[src/rtl/universal_shift_register.sv]
// WIDTH-bit universal shift register: hold/load/shift/rotate/clear with clock enable,
// complementary outputs, serial taps and a saturating shift counter.
module universal_shift_register #(
    parameter  int               WIDTH       = 8,
    parameter  logic [WIDTH-1:0] RESET_VALUE = '0,
    localparam int               CNT_W       = $clog2(WIDTH + 1)
) (
    input  logic             clk,
    input  logic             rst_n,
    input  logic             en,
    input  logic [2:0]       mode,
    input  logic [WIDTH-1:0] d,
    input  logic             sin,
    output logic [WIDTH-1:0] q,
    output logic [WIDTH-1:0] qbar,
    output logic             sout_msb,
    output logic             sout_lsb,
    output logic [CNT_W-1:0] shift_cnt,
    output logic             done
);

    localparam logic [2:0] M_HOLD  = 3'b000;
    localparam logic [2:0] M_LOAD  = 3'b001;
    localparam logic [2:0] M_SHL   = 3'b010;
    localparam logic [2:0] M_SHR   = 3'b011;
    localparam logic [2:0] M_ROL   = 3'b100;
    localparam logic [2:0] M_ROR   = 3'b101;
    localparam logic [2:0] M_CLR   = 3'b110;

    localparam logic [CNT_W-1:0] CNT_MAX = CNT_W'(WIDTH);

    logic [WIDTH-1:0] q_q, q_d;
    logic [CNT_W-1:0] cnt_q, cnt_d;
    logic             count_step;

    // Shift/rotate are written as whole-vector shifts so WIDTH = 1 needs no special slicing.
    always_comb begin
        q_d        = q_q;
        cnt_d      = cnt_q;
        count_step = 1'b0;
        if (en) begin
            case (mode)
                M_HOLD: ;
                M_LOAD: begin
                    q_d   = d;
                    cnt_d = '0;
                end
                M_SHL: begin
                    q_d        = (q_q << 1) | WIDTH'(sin);
                    count_step = 1'b1;
                end
                M_SHR: begin
                    q_d        = (q_q >> 1) | (WIDTH'(sin) << (WIDTH - 1));
                    count_step = 1'b1;
                end
                M_ROL: begin
                    q_d        = (q_q << 1) | (q_q >> (WIDTH - 1));
                    count_step = 1'b1;
                end
                M_ROR: begin
                    q_d        = (q_q >> 1) | (q_q << (WIDTH - 1));
                    count_step = 1'b1;
                end
                M_CLR: begin
                    q_d   = RESET_VALUE;
                    cnt_d = '0;
                end
                default: ;
            endcase
        end
        if (count_step && (cnt_q < CNT_MAX))
            cnt_d = cnt_q + CNT_W'(1);
    end

    always_ff @(posedge clk or negedge rst_n) begin
        if (!rst_n) begin
            q_q   <= RESET_VALUE;
            cnt_q <= '0;
        end else begin
            q_q   <= q_d;
            cnt_q <= cnt_d;
        end
    end

    assign q         = q_q;
    assign qbar      = ~q_q;
    assign sout_msb  = q_q[WIDTH-1];
    assign sout_lsb  = q_q[0];
    assign shift_cnt = cnt_q;
    assign done      = (cnt_q == CNT_MAX);

endmodule
[config.mk]
export PLATFORM = sky130hd
export DESIGN_NAME = universal_shift_register
export DESIGN_NICKNAME = d
export VERILOG_FILES = /design/src/rtl/universal_shift_register.sv
export SDC_FILE = /design/constraint.sdc
export NUM_CORES = 1
export LEC_CHECK = 0
export BUFFER_PORTS_ARGS = -buffer_cell sky130_fd_sc_hd__buf_4
export CAP_MARGIN = 40
export CORE_MARGIN = 2
export CORE_UTILIZATION = 48
export CTS_BUF_LIST = sky130_fd_sc_hd__clkbuf_2 sky130_fd_sc_hd__clkbuf_4 sky130_fd_sc_hd__clkbuf_8
export DETAILED_ROUTE_END_ITERATION = 10
export GPL_ROUTABILITY_DRIVEN = 0
export MAX_ROUTING_LAYER = met4
export PLACE_DENSITY_LB_ADDON = 0.15
export SYNTH_ARGS = -nofsm -noshare
export SYNTH_HDL_FRONTEND = slang
export SYNTH_SLANG_ARGS = --single-unit
[constraint.sdc]
create_clock -name clk -period 1.54 [get_ports clk]
set_clock_uncertainty 0.2 [all_clocks]
set_input_delay 0.308 -clock clk [delete_from_list [all_inputs] [get_ports clk]]
set_output_delay 0.308 -clock clk [all_outputs]
set_load 0.02 [all_outputs]
After elaboration in Yosys (flattened, before gate mapping)

Index checks and enable logic that the tools add are counted.
W data, S select, Z words.

Register bits: 12
Bits of input ports: 15
Output and inout bits: 23

$add $sub $neg: 1
$lt $le $gt $ge: 1
Equality and inequality tests: 7
Multiplexer cells: 6
Bitwise logic cells: 5
Reductions and logical operators: 8

Operators by type and width:

| cell                  | count |
|---|---|
| $pmux W8 S6           | 1 |
| $or A7 B8 Y8          | 2 |
| $or A8 B1 Y8          | 2 |
| $mux W4               | 3 |
| $eq A3 B3 Y1 const B  | 3 |
| $not A8 Y8            | 1 |
| $eq A3 B2 Y1 const B  | 2 |
| $reduce_bool A6 Y1    | 1 |
| $add A4 B1 Y4 const B | 1 |
| $eq A4 B4 Y1 const B  | 1 |
| $lt A4 B4 Y1 const B  | 1 |
| $reduce_and A2 Y1     | 2 |
| $reduce_bool A2 Y1    | 2 |
| $reduce_or A4 Y1      | 1 |
| $eq A3 B1 Y1 const B  | 1 |
| $mux W1               | 2 |
| $reduce_or A2 Y1      | 1 |
| $logic_and A1 B1 Y1   | 1 |

Longest topological paths before layout

Gate-level depths: netlist of the first run.

Word-level depth: 7
Mapped depth: 7

Worst setup path after synthesis of the first run

No wires, ideal clock.

Path kind: input to register
From: input port mode[2]
To: register cnt_q[2] (netlist: shift_cnt[2])
Arrival time: 1308 ps
Data required time: 1222 ps
Setup slack: -86 ps
Stages: 7
Buffers on the path: 1
Cells stage by stage: buf_6 inv_1 ha_1 nor2_1 o31ai_2 o21bai_1 a21o_1

Longest elaborated chain between the ends: 7
Elaborated cells on any way between the ends: 15

Ends and longest elaborated chain:

| what                                                | line | source |
|---|---|---|
| start, declared                                     | 11   | `input logic [2:0] mode,` |
| $eq A3 B3 Y1 / $eq A3 B2 Y1 (equally long branches) | 42   | `case (mode)` |
| $reduce_or A4 Y1 (no line)                          | --   |  |
| $mux W1                                             | 42   |  |
| $mux W1                                             | 41   | `if (en) begin` |
| $logic_and A1 B1 Y1                                 | 71   | `if (count_step && (cnt_q < CNT_MAX))` |
| $reduce_bool A2 Y1 (no line)                        | --   |  |
| $reduce_and A2 Y1 (no line)                         | --   |  |
| end signal, assigned                                | 81   | `cnt_q <= cnt_d;` |
| end, declared                                       | 33   | `logic [CNT_W-1:0] cnt_q, cnt_d;` |

Several ways; a longest one is shown, not always the timed one.
A chain may end at the register's enable or synchronous reset.

Worst setup path in the final report of the first run

From: register cnt_q[0] (netlist: shift_cnt[0])
To: output port done

Longest elaborated chain between the ends: 1

Ends and longest elaborated chain:

| what          | line | source |
|---|---|---|
| $eq A4 B4 Y1  | 90   | `assign done = (cnt_q == CNT_MAX);` |
| end, declared | 19   | `output logic done` |

Every way passes these cells.

==> results of run 1 <==
==> worst paths after layout <==
check | start | to | slack [ns]
min | d[7] | q[7] | 0.11
max | shift_cnt[0] | done | -0.15
min in group asynchronous | rst_n | q[3] | 0.20
max reg2reg | shift_cnt[3] | shift_cnt[2] | 0.15
max in group asynchronous | rst_n | shift_cnt[0] | 0.78
min reg2reg | shift_cnt[0] | shift_cnt[0] | 0.40
==> cells by family after synthesis <==
family          synth area share
simple gates             0.09210
compound gates            0.1740
flops                     0.3509
fa+ha+maj                0.04386
buf+inv                  0.09356
mux                       0.2456
==> tightest hold or removal path, stage by stage <==
cell and delay [ns]:
buf_4 0.07, a21oi_1 0.05, mux2i_1 0.11
==> repair_timing <==
item	CTS	global route
resized for setup	0	2
setup buffers	2	0
pin swaps	0	0
setup endpoints to repair	1	1
endpoints found under the hold margin	12	0
hold buffers	1	0
==> cells in the mapped netlist <==
library cell / n
a21oi_1: 3
buf_6: 1
buf_2: 1
a21o_1: 1
o21bai_1: 1
inv_1: 11
and2_1: 1
nand3_1: 2
a32o_1: 1
dfrtp_1: 12
mux2_4: 6
nor2_1: 3
and3b_1: 1
nor3b_1: 2
ha_1: 3
buf_4: 3
o31ai_2: 1
o21ai_4: 1
o22ai_1: 2
nand2b_1: 2
o21ai_1: 3
nand2_1: 4
mux2i_1: 12
o2bb2ai_1: 6
==> per-stage QoR <==
step,instances,worst slack [ns]
floorplan,83,-0.02458
global placement,149,-0.08309
detailed placement,149,-0.1523
CTS,156,-0.1169
global route,156,-0.2126
finish,156,-0.1544
==> layout make-up <==
type,instances,area share
Inverter,11,0.03267
Timing Repair Buffer,49,0.2960
Clock buffer,4,0.02871
Multi-Input combinational cell,55,0.3802
Sequential cell,12,0.2376
Tap cell,25,0.02475
==> where the power goes <==
group | internal, mW | leakage (nW) | switching (mW) | total, mW
sequential | 0.394 | 0.155 | 0.104 | 0.499
clock | 0.144 | 0.0210 | 0.118 | 0.261
combinational | 0.400 | 0.494 | 0.398 | 0.798
total | 0.938 | 0.669 | 0.620 | 1.56
==> flip-flops by register name, indices dropped and copies added (netlist names) <==
name / cells
q: 8
shift_cnt: 4
==> metal layers <==
| metal | GRT usage | up-vias | wire length, um |
|---|---|---|---|
| met2 | 0.2944 | 26 | 907 |
| met3 | 0.04706 | 2 | 97 |
| met1 | 0.2627 | 362 | 962 |
| met4 | 0.1029 | 0 | 12 |
| met5 | - | - | 0 |
| li1 | - | 390 | - |
==> summary.md, run 1 <==
| Metric | Value |
|---|---|
| Routed wirelength normalized by instance count | 12.69 um |
| Post-detailed-route via-to-cell ratio | about 5 |
| Fin. max-slew vios | 0 |
| Distinct cells, synth | 24 |
| Worst vdd ir | 0.8294 mV |
| CTS H-tree lvls | 1 |
| Final design utilization | 0.7399 |
| Crit path max-delay family | flip-flops |
| Setup-violating endpoint count in the final report | 1 |
| Final Hold Violating Endpoints | 0 |
| WP data arrival | 1.19 ns |
| Fin area | 1264 sq um |
| Path category of the worst min-delay check | primary input to flop |
| Total buffers and inverters traversed by the critical path | 2 |
| Slowest stage cell on the critical path | dfrtp_1 |
| Root Buffer Master | clkbuf_4 |
| Number of global-route vias before repair | 647 |
| Die outline width | about 46 um |
| DPL Wire Length | 1433 um |
| Number of filler cells placed in the layout | ~130 |
| Setup TNS | -0.1544 ns |
| Number of instances in the synthesized netlist | 83 |
| Worst skew pair latency | 0.28 ns |
| Static leakage | 0.6691 nW |
| Largest fanout of any net on the critical path | 2 |
| Detailed-route DRC error count | 0 |
| Cell count along the critical path | 5 |
| Max-capacitance violation count | 0 |
| Clock transition at the register clock pins on the worst setup and hold paths after CTS | 0.09 ns |
| Overall die area | 2137 sq um |
| Status | complete, but fails checks |
| Most used cells in the layout excluding fill and tap cells | buf_4, mux2i_1, dfrtp_1 |
| Antenna cell count | 0 |
| Post-route setup slack | -0.1544 ns |
| Worst hold path cell count | 3 |
| P&R area growth vs syn | 47.66% |
| PD cells | between 1000 and 1500 nW/um^2 |
| GRT Resource Usage Total | 0.2033 |
| TritonCTS Buffers | 3 |
| Drt pass-1 iters | 4 |
| Storage cell area | 300.3 sq um |
| Yosys top cell by area | dfrtp_1 |
| Kind of critical path | flop to primary output |
| Placement Cell Area | roughly 1200 sq um |
| Layout cell share with drive strength beyond 1 | 0.4733 |
| Mean instance size in the synthesized netlist | 10.31 sq um |
| Sequential cell area fraction in the yosys report | 0.3509 |
| Unrepaired setup endpoints after global routing | yes |
| Clock tree from TritonCTS | built |
| DRT iter0 DRCs | 13 |
| Core region area | 1708 sq um |
| Min Tclk post-route | 1.694 ns |
| Top achievable clock speed | about 590 MHz |
| IO Count | 38 |
| DRT antenna net count | 0 |
| Final layout net count | 150 |
| Net count after synthesis | approximately 100 |
| Synth Warn # | 0 |
| Most frequent standard cell in the layout excluding fill and tap cells | buf_4 |
| First-pass GRT wire length | 2870 um |
| Antenna violations before repair | 0 |
| Category of the worst setup path launch point | flop |
| Overall die height | 46.23 um |
| Area used by multi-input combinational logic | 480.5 sq um |
| Slew Limit Headroom | 0.7569 |
| Routed vias | 780 |
| Overall power of the completed layout | 1.558 mW |
| Flip-flop and latch count after synthesis | 12 |
| Site Rows | 15 |
| Transition time at the pin with the least slew margin | 0.3632 ns |
| Initial Util | 0.5011 |
| Largest net degree at the start of global routing | 13 |
| Failing checks | negative setup slack |
| Top cell type's share of synthesized area | 0.3509 |
| Sequence of cells on the critical path | inv_1, ha_1, nand2_1, nor2_2, buf_6 |
| Post-route clock period utilization | 1.100 |
| Top area cells in the synthesized netlist | dfrtp_1, mux2i_1, mux2_4 |
| Global route overflow | 0 |
| Max incr delay on CP | 0.39 ns |
| Required time reported for the critical path endpoint | 1.03 ns |
| Number of buffers on the longest clock path | 2 |
| Reg2reg path depth | 4 |
| Final wirelength | 1980 um |
| Category of the worst setup path capture point | primary output |
| Number of buffer cells added on primary ports | 37 |
| Post-Synthesis Cell Area | 855.8 sq um |
| Clk sink count | 12 |
| Worst hold margin | ~0.11 ns |
Note: power is estimated with default switching activity, not from simulation.
==> run 2, diff against run 1 <==
==> constraint.sdc (replaced) <==
create_clock -name clk -period 1.54 [get_ports clk]
set_clock_uncertainty 0.2 [all_clocks]
set_input_delay 0.231 -clock clk [delete_from_list [all_inputs] [get_ports clk]]
set_output_delay 0.231 -clock clk [all_outputs]
set_load 0.02 [all_outputs]
==> run 2 against run 1 <==
Net effect:
- critical path type unchanged
- power grew 3.2%
- first-iteration DRC count up 46%
- global-route usage increased by 0.91 points
- the flow still finishes with violations (negative setup slack)
- register-to-register slack barely moved
- largest power group unchanged
==> summary.md, run 2 (same netlist as run 1, synthesis figures left out) <==
| Metric | Value |
|---|---|
| PD cells | 1237 nW/um^2 (was 1233 nW/um^2) |
| Internal power consumption | 0.9653 mW (was 0.9378 mW) |
| Total buffers and inverters traversed by the critical path | 2 (unchanged) |
| Storage cell area | 300.3 sq um (unchanged) |
| Max incr delay on CP | 0.41 ns (was 0.39 ns) |
| IO Count | 38 (unchanged) |
| Number of buffer cells added on primary ports | 37 (unchanged) |
| Fin. max-slew vios | 0 (unchanged) |
| Sequential cell fraction of total power | 0.308 (was 0.320) |
| Routed vias | 774 (was 780) |
| Number of filler cells placed in the layout | 126 (was 134) |
| Setup TNS | -0.05491 ns (was -0.1544 ns) |
| Fraction of power consumed by combinational cells | 0.529 (was 0.512) |
| Final wirelength | 2072 um (was 1980 um) |
| Category of the worst setup path capture point | primary output (unchanged) |
| Category of the worst setup path launch point | flop (unchanged) |
| Slowest stage cell on the critical path | dfrtp_1 (unchanged) |
| Layout cell share with drive strength beyond 1 | 0.5038 (was 0.4733) |
| Most frequent standard cell in the layout excluding fill and tap cells | buf_4 (unchanged) |
| Final design utilization | 0.7612 (was 0.7399) |
| Largest fanout of any net on the critical path | 2 (unchanged) |
| Static leakage | 0.6815 nW (was 0.6691 nW) |
| GRT Resource Usage Total | 0.2124 (was 0.2033) |
| Initial Util | 0.5011 (unchanged) |
| Sw frac | 0.3995 (was 0.3979) |
| Overall die height | 46.23 um (unchanged) |
| Status | complete, but fails checks (unchanged) |
| Overall die area | 2137 sq um (unchanged) |
| Transition time at the pin with the least slew margin | 0.2945 ns (was 0.3632 ns) |
| Worst-case setup slack after placement | -0.05412 ns (was -0.1523 ns) |
| Unrepaired setup endpoints after global routing | yes (unchanged) |
| First-pass GRT wire length | 3042 um (was 2870 um) |
| Clock tree from TritonCTS | built (unchanged) |
| Antenna violations before repair | 0 (unchanged) |
| DPL Wire Length | 1575 um (was 1433 um) |
| Setup-violating endpoint count in the final report | 1 (unchanged) |
| Largest register FFs | 8 (unchanged) |
| Kind of critical path | flop to primary output (unchanged) |
| Final instance count without filler cells | 158 (was 156) |
| Slew Limit Headroom | 0.8025 (was 0.7569) |
| P&R area growth vs syn | 51.90% (was 47.66%) |
| Number of buffers on the longest clock path | 2 (unchanged) |
| Top achievable clock speed | 627.0 MHz (was 590.2 MHz) |
| Final layout net count | 152 (was 150) |
| Detailed-route DRC error count | 0 (unchanged) |
| Sequence of cells on the critical path | inv_2, ha_4, nand2_2, nor2_1, buf_4 (was inv_1, ha_1, nand2_1, nor2_2, buf_6) |
| Post-route setup slack | -0.05491 ns (was -0.1544 ns) |
| Post-route clock period utilization | 1.036 (was 1.100) |
| Root Buffer Master | clkbuf_4 (unchanged) |
| WP data arrival | 1.16 ns (was 1.19 ns) |
| Largest net degree at the start of global routing | 13 (unchanged) |
| DRT iter0 DRCs | 19 (was 13) |
| Worst vdd ir | 0.9025 mV (was 0.8294 mV) |
| Number of global-route vias before repair | 673 (was 647) |
| Total instance count after detailed placement | 151 (was 149) |
| Final Hold Violating Endpoints | 0 (unchanged) |
| Clk sink count | 12 (unchanged) |
| TritonCTS Buffers | 3 (unchanged) |
| Area used by multi-input combinational logic | 493.0 sq um (was 480.5 sq um) |
| Clock transition at the register clock pins on the worst setup and hold paths after CTS | 0.09 ns (about the same) |
| Most used cells in the layout excluding fill and tap cells | buf_4, mux2i_1, dfrtp_1 (unchanged) |
| Max-capacitance violation count | 0 (unchanged) |
| Min Tclk post-route | 1.595 ns (was 1.694 ns) |
| Required time reported for the critical path endpoint | 1.11 ns (was 1.03 ns) |
| Drt pass-1 iters | 4 (unchanged) |
| Path category of the worst min-delay check | primary input to flop (unchanged) |
| Crit path max-delay family | flip-flops (unchanged) |
| Clock group share of total power | 0.163 (was 0.168) |
| Worst skew pair latency | 0.28 ns (about the same) |
| Failing checks | negative setup slack (unchanged) |
| Site Rows | 15 (unchanged) |
| Post-detailed-route via-to-cell ratio | 4.899 (was 5.000) |
| Routed wirelength normalized by instance count | 13.11 um (was 12.69 um) |
| Die outline width | 46.23 um (unchanged) |
| Core region area | 1708 sq um (unchanged) |
| DRT antenna net count | 0 (unchanged) |
| Switching power total | 0.6423 mW (was 0.6198 mW) |
| CTS H-tree lvls | 1 (unchanged) |
| Global route overflow | 0 (unchanged) |
| Antenna cell count | 0 (unchanged) |
run 2: worst paths after layout:
check                             start      endpoint  slack [ns]  depth (start not counted)
min                                d[7]          q[7]        0.02                          3
max                        shift_cnt[0]          done       -0.05                          5
min reg2reg                shift_cnt[2]  shift_cnt[2]        0.38                          1
min in group asynchronous         rst_n  shift_cnt[2]        0.11                          2
max reg2reg                shift_cnt[3]  shift_cnt[2]        0.16                          4
max in group asynchronous         rst_n          q[2]        0.86                          2
run 2: power by group through the flow:
stage | Clock [mW] | Sequential, mW | Combinational (mW)
6_report | 0.262 | 0.496 | 0.850
5_1_grt | 0.284 | 0.510 | 0.918
4_1_cts | 0.269 | 0.492 | 0.824
3_5_place_dp | 0 | 0.514 | 0.773
3_3_place_gp | 0 | 0.512 | 0.755
2_1_floorplan | 0 | 0.590 | 0.359
run 2: layout make-up:
class / instances / area share
multi-input cells: 55 / 0.3792
repair buffers: 51 / 0.3061
flip-flops and latches: 12 / 0.2310
inverters: 11 / 0.03176
clock buffers: 4 / 0.02791
well taps: 25 / 0.02406
run 2: through the flow:
| stage | total power, mW | hold WS, ns | instance area [sq um] |
|---|---|---|---|
| 2_1_floorplan | 0.9489 | -0.2646 | 858.3 |
| 3_3_place_gp | 1.268 | -0.1184 | 1224 |
| 3_5_place_dp | 1.287 | -0.1168 | 1224 |
| 4_1_cts | 1.584 | 0.01803 | 1285 |
| 5_1_grt | 1.711 | 0.03469 | 1300 |
| 6_report | 1.608 | 0.02174 | 1300 |
run 2: per-layer routing:
layer / vias up / part of all wire / wire length (um) / global-route usage
met4: 0 / 0 / 0 / 0.01714
met5: - / 0 / 0 / -
li1: 394 / - / - / -
met2: 23 / 0.49 / 1019 / 0.3333
met3: 0 / 0.056 / 116 / 0.08235
met1: 357 / 0.45 / 936 / 0.2690
run 2: repair_timing:
item | in CTS | in global routing
setup endpoints to repair | 1 | 1
gates resized for setup | 0 | 5
pin swaps | 0 | 2
buffers inserted | 2 | 0
hold buffers | 1 | 0
hold endpoints to repair | 12 | 0
run 2: worst min-delay path: stages:
cell     delay (ns)
buf_4          0.08
a21oi_1        0.05
mux2i_1        0.11
